$ cat src/rtl/wb_spi_pkg.sv
// Shared types and constants for the Wishbone SPI master.
package wb_spi_pkg;

    typedef enum logic [1:0] {
        IDLE = 2'd0,
        LOW  = 2'd1,
        HIGH = 2'd2
    } state_t;

    localparam int unsigned BIT_CNT_W           = 3;
    localparam int unsigned BYTE_W              = 8;
    localparam int unsigned DEFAULT_HALF_PERIOD = 2;

endpackage

$ cat src/rtl/bit_sync.sv
// Generic two-flop synchroniser for a single asynchronous input bit.
module bit_sync (
    input  logic clk,
    input  logic rst_n,
    input  logic d,
    output logic q
);

    logic meta;

    // Two-stage capture of the asynchronous input; both stages clear on reset.
    always_ff @(posedge clk) begin
        if (!rst_n) begin
            meta <= 1'b0;
            q    <= 1'b0;
        end else begin
            meta <= d;
            q    <= meta;
        end
    end

endmodule

$ cat src/rtl/wb_spi_master.sv
// Wishbone classic byte slave running one SPI mode-0, MSB-first exchange per strobe.
// Optional feature macro SPI_SDI_SYNC_EN: MISO passes through a 2-flop synchroniser
// and is sampled on the SCK falling edge instead of the rising edge.
module wb_spi_master
    import wb_spi_pkg::*;
#(
    parameter int unsigned HALF_PERIOD = DEFAULT_HALF_PERIOD
) (
    input  logic       i_clk,
    input  logic       i_rst_n,
    input  logic       i_cyc,
    input  logic       i_stb,
    input  logic       i_we,
    input  logic [7:0] i_dat,
    output logic [7:0] o_dat,
    output logic       o_ack,
    input  logic       i_sdi,
    output logic       o_sdo,
    output logic       o_ss,
    output logic       o_sck
);

    state_t              state;
    logic [BYTE_W-1:0]   tx_reg;
    logic [BYTE_W-1:0]   rx_reg;
    logic [BYTE_W-1:0]   rx_next;
    logic [BIT_CNT_W-1:0] bit_cnt;
    logic [7:0]          hp_cnt;
    logic                hp_last;
    logic                unused;

    // Write enable carries no meaning for the exchange itself.
    assign unused  = i_we;
    assign hp_last = (hp_cnt == 8'(HALF_PERIOD - 1));

`ifdef SPI_SDI_SYNC_EN
    logic sdi_s;

    bit_sync u_sdi_sync (
        .clk   (i_clk),
        .rst_n (i_rst_n),
        .d     (i_sdi),
        .q     (sdi_s)
    );

    // Receive shift happens on the falling edge, so the last bit must be folded in
    // on the same edge that publishes the byte.
    assign rx_next = {rx_reg[BYTE_W-2:0], sdi_s};
`else
    assign rx_next = rx_reg;
`endif

    // Transfer sequencer: chip-select tracking, SCK generation, shifting and ack.
    always_ff @(posedge i_clk) begin
        if (!i_rst_n) begin
            state   <= IDLE;
            tx_reg  <= '0;
            rx_reg  <= '0;
            bit_cnt <= '0;
            hp_cnt  <= '0;
            o_ss    <= 1'b1;
            o_sck   <= 1'b0;
            o_sdo   <= 1'b0;
            o_ack   <= 1'b0;
            o_dat   <= '0;
        end else begin
            o_ss  <= ~i_cyc;
            o_ack <= 1'b0;
            if (!i_cyc) begin
                state  <= IDLE;
                o_sck  <= 1'b0;
                hp_cnt <= '0;
            end else begin
                case (state)
                    IDLE: begin
                        if (i_stb && !o_ack) begin
                            tx_reg  <= i_dat;
                            o_sdo   <= i_dat[BYTE_W-1];
                            bit_cnt <= '0;
                            hp_cnt  <= '0;
                            state   <= LOW;
                        end
                    end
                    LOW: begin
                        if (hp_last) begin
                            hp_cnt <= '0;
                            o_sck  <= 1'b1;
`ifndef SPI_SDI_SYNC_EN
                            rx_reg <= {rx_reg[BYTE_W-2:0], i_sdi};
`endif
                            state  <= HIGH;
                        end else begin
                            hp_cnt <= hp_cnt + 8'd1;
                        end
                    end
                    HIGH: begin
                        if (hp_last) begin
                            hp_cnt <= '0;
                            o_sck  <= 1'b0;
`ifdef SPI_SDI_SYNC_EN
                            rx_reg <= rx_next;
`endif
                            if (bit_cnt == '1) begin
                                o_dat <= rx_next;
                                o_ack <= 1'b1;
                                state <= IDLE;
                            end else begin
                                bit_cnt <= bit_cnt + 1'b1;
                                tx_reg  <= {tx_reg[BYTE_W-2:0], 1'b0};
                                o_sdo   <= tx_reg[BYTE_W-2];
                                state   <= LOW;
                            end
                        end else begin
                            hp_cnt <= hp_cnt + 8'd1;
                        end
                    end
                    default: state <= IDLE;
                endcase
            end
        end
    end

endmodule

$ cat config.mk
export PLATFORM = sky130hd
export DESIGN_NAME = wb_spi_master
export DESIGN_NICKNAME = d
export VERILOG_FILES = /design/src/rtl/wb_spi_pkg.sv /design/src/rtl/bit_sync.sv /design/src/rtl/wb_spi_master.sv
export SDC_FILE = /design/constraint.sdc
export NUM_CORES = 1
export LEC_CHECK = 0
export BUFFER_PORTS_ARGS = -buffer_cell sky130_fd_sc_hd__buf_2
export CORE_ASPECT_RATIO = 1.2
export CORE_MARGIN = 2
export CORE_UTILIZATION = 30
export DETAILED_ROUTE_END_ITERATION = 6
export PLACE_DENSITY = 0.46
export SYNTH_ARGS = -nofsm -noshare
export SYNTH_HDL_FRONTEND = slang
export SYNTH_SLANG_ARGS = --single-unit
export TNS_END_PERCENT = 100
$ cat constraint.sdc
create_clock -name i_clk -period 2.44 [get_ports i_clk]
set_input_delay 0.122 -clock i_clk [delete_from_list [all_inputs] [get_ports i_clk]]
set_output_delay 0.122 -clock i_clk [all_outputs]
set_load 0.005 [all_outputs]
==> metrics.md, run 1 <==
| Metric | Value |
|---|---|
| Status | finished, final reports clean |
| Crit end category | register |
| HPWL after detailed placement | 2340 µm |
| WP data arrival | 2.02 ns |
| Hold path depth | 3 |
| Post-route ant nets | 0 |
| CTS root buffer | clkbuf_8 |
| Final Skew | 0.00945 ns |
| Post-CTS setup buffers | 0 |
| Post-route cell area | 2150 µm² |
| Clock power share | 42.0% |
| Cell Pwr Density | 612 nW/µm² |
| Switching share of total power | 23.1% |
| Logic pwr share | around 7.1% |
| Synth Warn # | 0 |
| LEAKAGE | ~0.97 nW |
| Hold WS | just over 0.07 ns |
| Relative max-transition margin | 67.5% |
| Maxcap violations | 0 |
| Max IR drop VDD | between 200 and 300 µV |
| IO buf count | 24 |
| CTS tree | done |
| CTS clock-pin slew for the worst setup and hold paths | 0.08 ns |
| Pre-antenna DRT Iters | 6 |
| Critical Path RT | 2.61 ns |
| Critical Path Fanout Max | 8 |
| Dominant cells by area after synthesis | dfxtp_1 (44%), mux2i_1 (15%), nand2_1 (8.0%) |
| Most used DFF post-synth | dfxtp_1 |
| DIE WIDTH | about 75 µm |
| Share of async-settable or async-resettable flops after synthesis | 0% |
| R2R depth | 5 |
| Cell Area, Placed | 2040 µm² |
| Synth unique cells | 30 |
| Final setup violation count | 0 |
| Internal | ~0.001 W |
| RR Startpoint | hp_cnt[0] |
| Critical-path cell list | ha_1 > or4b_4 > nor2_4 > nand3_2 > mux2i_1 |
| Core footprint | around 6000 µm² |
| Die ar. | 6780 µm² |
| Avg WL per Cell | 11.2 µm |
| #FFs+latches synth | 40 |
| Pin count of the biggest net entering global routing | 41 |
| Post-Syn Instances | 191 |
| Tightest Pin Transition | 0.476 ns |
| Via Count | 1350 |
| Kind of critical path | reg2reg |
| Fin. Hold Viols | 0 |
| Hold endpoint | rx_next[0] |
| Clock Path Buffers | 2 |
| Clk sinks | 40 |
| DRT iter0 DRCs | 35 |
| Setup_tns | 0 ns |
| Ant. Diodes | 0 |
| Max-slew violations | 0 |
| I/O pins | 26 |
| EDFF count, synth | 0 |
| Cts hold-fix bufs | 0 |
| Crit path buf inv count | 0 |
| H-tree levels | 2 |
| Worst path slowest cell | or4b_4 |
| Die H | 89.8 µm |
| Antenna violations before repair | 0 |
| Site row count | 31 |
| Psw | roughly 0.00030 W |
| Grt ovf | 0 |
| Layout area overhead | 17.1% |
| Vias per cell | approximately 4.5 |
| CP max stage delay | 0.51 ns |
| First-pass GRT wire length | between 5000 and 6000 µm |
| Vias in the first global route | 1314 |
| Cts repair resizes | 0 |
| RSZ-0062 raised after global routing | no |
| CTS Buf Count | 5 |
| Syn_nets | 213 |
| Min Tclk post-route | 1.85 ns |
| GR Util All Layers | 10.8% |
| Final net count | 237 |
| Starting density of the core | 30.8% |
| Post-Syn Area per Cell | slightly below 10 µm² |
| DRC | 0 |
| Reg2reg end | rx_next[0] |
| Placer congestion estimate | 0.651 |
| R2r setup slk | 0.59 ns |
| Top cell type by total area after synthesis | dfxtp_1 |
| Cell Area, Synth | 1840 µm² |
| Hold Path Origin | i_sdi |
| Share of the synthesized area in the top cell type | 43.5% |
| Worst setup SP type | register |
| Register area share after synthesis | 43.5% |
| Top Family by Delay on Critical Path | simple AND/OR/NAND/NOR gates |
| Layout cells sized above 1 | roughly 23% |
| Total power | roughly 0.0013 W |
| Max Fclk | 541 MHz |
| Hold WC Path Type | in2reg |
| Detailed Route WL | between 3000 and 4000 µm |
| Final Cycle Share | 75.8% |
| Clock Latency Late Sink | 0.30 ns |
| Seq pwr share | 50.9% |
[worst register-to-register path, stage by stage (launching register included)]
cell     delay [ns]
dfxtp_1        0.40
ha_1           0.16
or4b_4         0.51
nor2_4         0.19
nand3_2        0.27
mux2i_1        0.19
[routing by layer]
metal	global-route usage [%]	up-vias	part of all wire, %
li1	-	699	-
met1	13.6	622	49
met2	16.8	23	45
met3	3.92	6	5.1
met4	3.51	0	1.3
met5	0	-	0
[kinds of logic after synthesis]
logic type               count (synthesis)  share of synthesized area [%]
multiplexers                            34                           19.0
AND/OR/NAND/NOR                         63                           16.2
flip-flops                              40                           43.5
buffers and inverters                   18                           4.29
adder cells (fa/ha/maj)                  8                           5.44
XOR/XNOR                                 7                           3.33
AO/OA/AOI/OAI                           21                           8.23
[cells in the mapped netlist (2+ instances only)]
| library cell | count |
|---|---|
| dfxtp_1 | 40 |
| nand2_1 | 39 |
| mux2i_1 | 27 |
| nor2_1 | 9 |
| a211oi_1 | 8 |
| clkbuf_1 | 8 |
| ha_1 | 8 |
| inv_1 | 7 |
| mux2_2 | 7 |
| xnor2_1 | 7 |
| a21oi_1 | 5 |
| nand3_1 | 4 |
| a2111oi_0 | 2 |
| nand2b_1 | 2 |
| nand3b_1 | 2 |
| o21ai_0 | 2 |
[how the worst max path moves through the flow]
stage	startpoint	end	slack [ns]	cells past startpoint
after global routing	hp_cnt[0]	rx_next[0]	0.47	5
after CTS	hp_cnt[0]	rx_next[0]	0.56	5
after floorplan	state[0]	tx_reg[3]	0.72	7
final	hp_cnt[0]	rx_next[0]	0.59	5
after detailed placement	hp_cnt[0]	rx_next[0]	0.57	5
after global placement	hp_cnt[0]	rx_next[3]	0.59	5
[cell type report]
type,count,area (µm²)
Multi-Input combinational cell,133,960
Inverter,7,26.3
Tap cell,82,103
Fill cell,637,3820
Clock buffer,5,68.8
Clock inverter,3,46.3
Timing Repair Buffer,28,150
Sequential cell,40,801
[layout by cell type (no fill, tap or decap), types with 2 or more instances in the layout]
master     Yosys  routed
a2111oi_0      2       2
a211oi_1       8       8
a21oi_1        5       5
buf_2          0      24
buf_4          1       4
clkbuf_8       0       5
dfxtp_1       40      40
ha_1           8       8
inv_1          7       7
mux2_2         7       7
mux2i_1       27      27
nand2_1       39      39
nand2b_1       2       2
nand3_1        4       4
nand3b_1       2       2
nor2_1         9       9
o21ai_0        2       2
xnor2_1        7       7
[power by group through the flow]
stage | sequential [W] | combinational (W) | clock [W]
5_1_grt | 0.000673 | 0.000106 | 0.000602
4_1_cts | 0.000671 | 0.0000957 | 0.000578
6_report | 0.000671 | 0.0000934 | 0.000554
3_5_place_dp | 0.000687 | 0.0000952 | 0
3_3_place_gp | 0.000687 | 0.0000970 | 0
2_1_floorplan | 0.000685 | 0.0000706 | 0
[stage by stage]
step,util (%),std cells,setup slack (ns)
final,36.1,298,0.592
after global routing,36.1,298,0.470
after CTS,36.1,298,0.557
after detailed placement,34.1,290,0.570
after global placement,34.1,290,0.587
after floorplan,-,191,0.717
(Power assumes the default switching activity.)
==> run 2, diff against run 1 <==
==> constraint.sdc (replaced) <==
create_clock -name i_clk -period 1.9 [get_ports i_clk]
set_input_delay 0.095 -clock i_clk [delete_from_list [all_inputs] [get_ports i_clk]]
set_output_delay 0.095 -clock i_clk [all_outputs]
set_load 0.005 [all_outputs]
==> run 2 against run 1 <==
  * Maximum frequency grew 3.5%
  * Non-clock buffer count is 4 higher
  * Setup slack got worse by 0.48 ns
  * Clock power increased by 26%
  * Combinational power increased by 41%
  * Critical path depth is 1 higher
  * Die area did not move
  * Count of clock-buffer cells in the layout stayed put
  * Final area up 1.8%
  * Final cell count grew 1.3%
  * Sequential share of layout area decreased by 0.66 points
  * Global-route usage increased by 0.16 points
  * Critical endpoint is now rx_next[2]
  * Largest cell class unchanged
  * Highest routed layer unchanged
==> metrics.md, run 2 (synthesis gave the netlist of run 1 again) <==
| Metric | Value |
|---|---|
| Antenna violations before repair | 0 (unchanged) |
| Worst path slowest cell | or4b_4 (unchanged) |
| Max IR drop VDD | 419 µV (was 286 µV) |
| Relative max-transition margin | 66.7% (was 67.5%) |
| WP data arrival | 1.96 ns (was 2.02 ns) |
| H-tree levels | 2 (unchanged) |
| Internal | 0.00130 W (was 0.00101 W) |
| IO buf count | 24 (unchanged) |
| Die H | 89.8 µm (unchanged) |
| Logic pwr share | 7.8% (was 7.1%) |
| Total power | 0.00169 W (was 0.00132 W) |
| I/O pins | 26 (unchanged) |
| Setup_tns | 0 ns (unchanged) |
| Critical-path cell list | inv_1 > ha_1 > or4b_4 > nor2_4 > nand3_2 > mux2i_1 (was ha_1 > or4b_4 > nor2_4 > nand3_2 > mux2i_1) |
| CTS clock-pin slew for the worst setup and hold paths | 0.09 ns (was 0.08 ns) |
| Maxcap violations | 0 (unchanged) |
| Max-slew violations | 0 (unchanged) |
| Detailed Route WL | 3410 µm (was 3340 µm) |
| LEAKAGE | 0.993 nW (was 0.967 nW) |
| Cts hold-fix bufs | 0 (unchanged) |
| Critical Path Fanout Max | 8 (unchanged) |
| Final Cycle Share | 94.0% (was 75.8%) |
| Starting density of the core | 30.8% (unchanged) |
| RR Startpoint | hp_cnt[1] (was hp_cnt[0]) |
| Hold Path Origin | i_sdi (unchanged) |
| Pin count of the biggest net entering global routing | 41 (unchanged) |
| Die ar. | 6780 µm² (unchanged) |
| CTS Buf Count | 5 (unchanged) |
| Psw | 0.000385 W (was 0.000304 W) |
| Worst setup SP type | register (unchanged) |
| Fin. Hold Viols | 0 (unchanged) |
| Layout cells sized above 1 | 24.5% (was 23.1%) |
| HPWL after detailed placement | 2400 µm (was 2340 µm) |
| RSZ-0062 raised after global routing | no (unchanged) |
| Max Fclk | 560 MHz (was 541 MHz) |
| Hold WC Path Type | in2reg (unchanged) |
| Clock Latency Late Sink | 0.29 ns (was 0.30 ns) |
| Cts repair resizes | 0 (unchanged) |
| Post-route ant nets | 0 (unchanged) |
| Post-CTS setup buffers | 0 (unchanged) |
| Cell Pwr Density | 770 nW/µm² (was 612 nW/µm²) |
| Seq pwr share | 51.0% (was 50.9%) |
| R2R depth | 6 (was 5) |
| DRC | 0 (unchanged) |
| Final net count | 241 (was 237) |
| Clock Path Buffers | 2 (unchanged) |
| Kind of critical path | reg2reg (unchanged) |
| Critical path depth | 6 (was 5) |
| Site row count | 31 (unchanged) |
| Switching share of total power | 22.8% (was 23.1%) |
| CP max stage delay | 0.51 ns (about the same) |
| Most common cell after layout, fill and taps aside | dfxtp_1 (unchanged) |
| Core footprint | 5970 µm² (unchanged) |
| Critical Path RT | 2.08 ns (was 2.61 ns) |
| CTS tree | done (unchanged) |
| Fin util | 36.7% (was 36.1%) |
| Min Tclk post-route | 1.79 ns (was 1.85 ns) |
| Status | finished, final reports clean (unchanged) |
| Crit path buf inv count | 1 (was 0) |
| First-pass GRT wire length | 5750 µm (was 5800 µm) |
| CTS root buffer | clkbuf_8 (unchanged) |
| Top Family by Delay on Critical Path | simple AND/OR/NAND/NOR gates (unchanged) |
| Dpl cells | 294 (was 290) |
| Layout Cells excl Fill | 302 (was 298) |
| Avg WL per Cell | 11.3 µm (was 11.2 µm) |
| DRT iter0 DRCs | 45 (was 35) |
| Final Skew | 0.00927 ns (was 0.00945 ns) |
| Final setup violation count | 0 (unchanged) |
| Placer congestion estimate | 0.683 (was 0.651) |
| Vias per cell | 4.49 (was 4.53) |
| Tightest Pin Transition | 0.487 ns (was 0.476 ns) |
| Via Count | 1356 (was 1350) |
| DIE WIDTH | 75.5 µm (unchanged) |
| Hold path depth | 3 (unchanged) |
| Clk sinks | 40 (unchanged) |
| Layout area overhead | 19.3% (was 17.1%) |
| Grt ovf | 0 (unchanged) |
| Vias in the first global route | 1292 (was 1314) |
| Ant. Diodes | 0 (unchanged) |
| Pre-antenna DRT Iters | 4 (was 6) |
| GR Util All Layers | 11.0% (was 10.8%) |
| Worst setup path startpoint | hp_cnt[1] (was hp_cnt[0]) |
| Clock power share | 41.2% (was 42.0%) |
| Commonest cells after routing, fill and taps aside | dfxtp_1 (40), nand2_1 (39), mux2i_1 (27) (unchanged) |
| Crit end category | register (unchanged) |
run 2: changes by cell type in the layout (fill, tap and decap cells not counted), sizes merged:
cell    change
clkinv      +1
buf         +4
inv         -1
run 2: through the flow:
step | hold slack, ns | setup WS, ns | instance area, µm²
after floorplan | 0.234 | 0.177 | 1840
after global placement | 0.352 | 0.120 | 2080
after detailed placement | 0.355 | 0.0940 | 2080
after CTS | 0.0381 | 0.0846 | 2190
after global routing | 0.0611 | 0.00690 | 2190
final | 0.0445 | 0.115 | 2190
run 2: cell type report:
type	instances	area, µm²
Fill cell	636	3780
Multi-Input combinational cell	133	960
Sequential cell	40	801
Timing Repair Buffer	32	193
Tap cell	82	103
Clock buffer	5	68.8
Clock inverter	3	42.5
Inverter	7	26.3
run 2: metal layers:
layer  GRT usage (%)  vias up  wire, µm
met2            17.0       25      1550
met3            3.03        6       157
li1                -      709         -
met4            3.95        0        57
met1            14.3      616      1650
met5               0        -         0
run 2: power groups by stage:
stage / Sequential [W] / Combinational [W] / Clock, W
2_1_floorplan: 0.000880 / 0.0000907 / 0
3_3_place_gp: 0.000880 / 0.000137 / 0
3_5_place_dp: 0.000880 / 0.000135 / 0
4_1_cts: 0.000861 / 0.000135 / 0.000720
5_1_grt: 0.000863 / 0.000148 / 0.000746
6_report: 0.000861 / 0.000132 / 0.000696
run 2: worst min-delay path, cell delays in order:
cell	delay [ns]
buf_2	0.10
nand2_1	0.04
mux2i_1	0.05
run 2: path summary, 6_finish.rpt:
path | to | slack, ns
worst min register to register | o_dat[5] | 0.46
worst min-delay path | rx_next[0] | 0.04
worst max-delay path | rx_next[2] | 0.11
worst max register to register | rx_next[2] | 0.11
==> run 3, diff against run 2 <==
--- a/config.mk
+++ b/config.mk
@@ -6,10 +6,10 @@
 export NUM_CORES = 1
 export LEC_CHECK = 0
 export BUFFER_PORTS_ARGS = -buffer_cell sky130_fd_sc_hd__buf_2
-export CORE_ASPECT_RATIO = 1.2
 export CORE_MARGIN = 2
 export CORE_UTILIZATION = 30
 export DETAILED_ROUTE_END_ITERATION = 6
+export HOLD_SLACK_MARGIN = 0.08
 export PLACE_DENSITY = 0.46
 export SYNTH_ARGS = -nofsm -noshare
 export SYNTH_HDL_FRONTEND = slang
==> run 3 against run 2 <==
  * Sequential power is essentially flat
  * Clock power grew 16%
  * Via count decreased by 1.3%
  * Critical endpoint is now rx_next[4]
  * Non-clock buffer count rose by 3
  * Largest power group unchanged
==> metrics.md, run 3 (synthesis gave the netlist of run 1 again) <==
| Metric | Value |
|---|---|
| Fin. Hold Viols | 0 (unchanged) |
| GR Util All Layers | 11.4% (was 11.0%) |
| CTS root buffer | clkbuf_8 (unchanged) |
| Detailed Route WL | 3480 µm (was 3410 µm) |
| DIE WIDTH | 82.3 µm (was 75.5 µm) |
| HPWL after detailed placement | 2370 µm (was 2400 µm) |
| I/O pins | 26 (unchanged) |
| Final setup violation count | 0 (unchanged) |
| Relative max-transition margin | 66.5% (was 66.7%) |
| WP data arrival | 1.97 ns (was 1.96 ns) |
| RSZ-0062 raised after global routing | no (unchanged) |
| Max IR drop VDD | 340 µV (was 419 µV) |
| Avg WL per Cell | 11.7 µm (was 11.3 µm) |
| Psw | 0.000370 W (was 0.000385 W) |
| Vias in the first global route | 1242 (was 1292) |
| Clock Path Buffers | 2 (unchanged) |
| DRC | 0 (unchanged) |
| Final net count | 244 (was 241) |
| Max Fclk | 556 MHz (was 560 MHz) |
| First-pass GRT wire length | 5800 µm (was 5750 µm) |
| IO buf count | 24 (unchanged) |
| Setup_tns | 0 ns (unchanged) |
| Logic pwr share | 7.3% (was 7.8%) |
| Layout area overhead | 20.5% (was 19.3%) |
| Commonest cells after routing, fill and taps aside | dfxtp_1 (40), nand2_1 (39), mux2i_1 (27) (unchanged) |
| Site row count | 28 (was 31) |
| Critical Path Fanout Max | 8 (unchanged) |
| LEAKAGE | 1.01 nW (was 0.993 nW) |
| Critical Path RT | 2.07 ns (was 2.08 ns) |
| DRT iter0 DRCs | 52 (was 45) |
| Die H | 82.3 µm (was 89.8 µm) |
| Internal | 0.00143 W (was 0.00130 W) |
| Core footprint | 5920 µm² (was 5970 µm²) |
| Max-slew violations | 0 (unchanged) |
| Worst setup SP type | register (unchanged) |
| Clock power share | 44.8% (was 41.2%) |
| Vias per cell | 4.51 (was 4.49) |
| Hold WC Path Type | in2reg (unchanged) |
| Cts repair resizes | 0 (unchanged) |
| Placer congestion estimate | 0.755 (was 0.683) |
| Post-CTS setup buffers | 0 (unchanged) |
| Layout cells sized above 1 | 24.3% (was 24.5%) |
| Via Count | 1338 (was 1356) |
| Status | finished, final reports clean (unchanged) |
| Ant. Diodes | 0 (unchanged) |
| Hold WS | 0.144 ns (was 0.0445 ns) |
| Antenna violations before repair | 0 (unchanged) |
| Crit end category | register (unchanged) |
| Post-route ant nets | 0 (unchanged) |
| Pre-antenna DRT Iters | 4 (unchanged) |
| Post-route cell area | 2220 µm² (was 2190 µm²) |
| CTS clock-pin slew for the worst setup and hold paths | 0.08 ns (was 0.09 ns) |
| RR Startpoint | hp_cnt[1] (unchanged) |
| Starting density of the core | 31.1% (was 30.8%) |
| CTS Buf Count | 5 (unchanged) |
| Switching share of total power | 20.5% (was 22.8%) |
| Cts hold-fix bufs | 2 (was 0) |
| Fillcell total | 613 (was 636) |
| Tightest Pin Transition | 0.489 ns (was 0.487 ns) |
| Grt ovf | 0 (unchanged) |
| Cell Area, Placed | 2070 µm² (was 2080 µm²) |
| Clock Latency Late Sink | 0.28 ns (was 0.29 ns) |
| Clk sinks | 40 (unchanged) |
| Hold Path Origin | i_rst_n (was i_sdi) |
| H-tree levels | 2 (unchanged) |
| Min Tclk post-route | 1.80 ns (was 1.79 ns) |
| Worst setup path startpoint | hp_cnt[1] (unchanged) |
| Pin count of the biggest net entering global routing | 41 (unchanged) |
| Kind of critical path | reg2reg (unchanged) |
| Maxcap violations | 0 (unchanged) |
| Final Cycle Share | 94.7% (was 94.0%) |
| Cell Pwr Density | 812 nW/µm² (was 770 nW/µm²) |
| Seq pwr share | 47.8% (was 51.0%) |
| Final Skew | 0.00548 ns (was 0.00927 ns) |
| Die ar. | 6770 µm² (was 6780 µm²) |
| Most common cell after layout, fill and taps aside | dfxtp_1 (unchanged) |
| CTS tree | done (unchanged) |
[run 3: layer usage]
layer / share of wire [%] / routed length (µm) / track usage (%)
met1: 51 / 1770 / 14.5
met4: 0.95 / 33 / 5.00
met5: 0 / 0 / 0
met2: 45 / 1550 / 17.4
met3: 3.6 / 124 / 3.70
[run 3: worst paths after layout]
path                                    to  slack [ns]  depth (start not counted)
worst min-delay path                  o_ss        0.14                          2
worst max register to register  rx_next[4]        0.10                          6
worst min register to register    o_dat[7]        0.46                          2
worst max-delay path            rx_next[4]        0.10                          6
[run 3: worst max-delay path: stages, from the launching register on]
cell     delay, ns
dfxtp_1       0.35
inv_1         0.06
ha_1          0.12
or4b_4        0.51
nor2_4        0.19
nand3_2       0.27
mux2i_1       0.19
[run 3: cell type report]
| class | count | area (µm²) | share of cell area [%] |
|---|---|---|---|
| Clock inverter | 2 | 60.1 | 2.71 |
| Inverter | 7 | 26.3 | 1.19 |
| Multi-Input combinational cell | 133 | 960 | 43.3 |
| Sequential cell | 40 | 801 | 36.1 |
| Timing Repair Buffer | 35 | 208 | 9.37 |
| Tap cell | 75 | 93.8 | 4.23 |
| Clock buffer | 5 | 68.8 | 3.10 |
[run 3: stage by stage]
| stage | utilization (%) | worst slack, ns | instances | power [W] |
|---|---|---|---|---|
| after floorplan | - | 0.177 | 191 | 0.000971 |
| after global placement | 34.9 | 0.0954 | 288 | 0.00101 |
| after detailed placement | 34.9 | 0.0964 | 288 | 0.00101 |
| after CTS | 37.4 | 0.0854 | 297 | 0.00184 |
| after global routing | 37.4 | 0.0104 | 297 | 0.00188 |
| final | 37.4 | 0.101 | 297 | 0.00180 |
[run 3: power by group through the flow]
| stage | logic (W) | clock network (W) | registers, W |
|---|---|---|---|
| after floorplan | 0.0000907 | 0 | 0.000880 |
| after global placement | 0.000132 | 0 | 0.000881 |
| after detailed placement | 0.000130 | 0 | 0.000881 |
| after CTS | 0.000134 | 0.000845 | 0.000861 |
| after global routing | 0.000147 | 0.000872 | 0.000863 |
| final | 0.000132 | 0.000808 | 0.000861 |
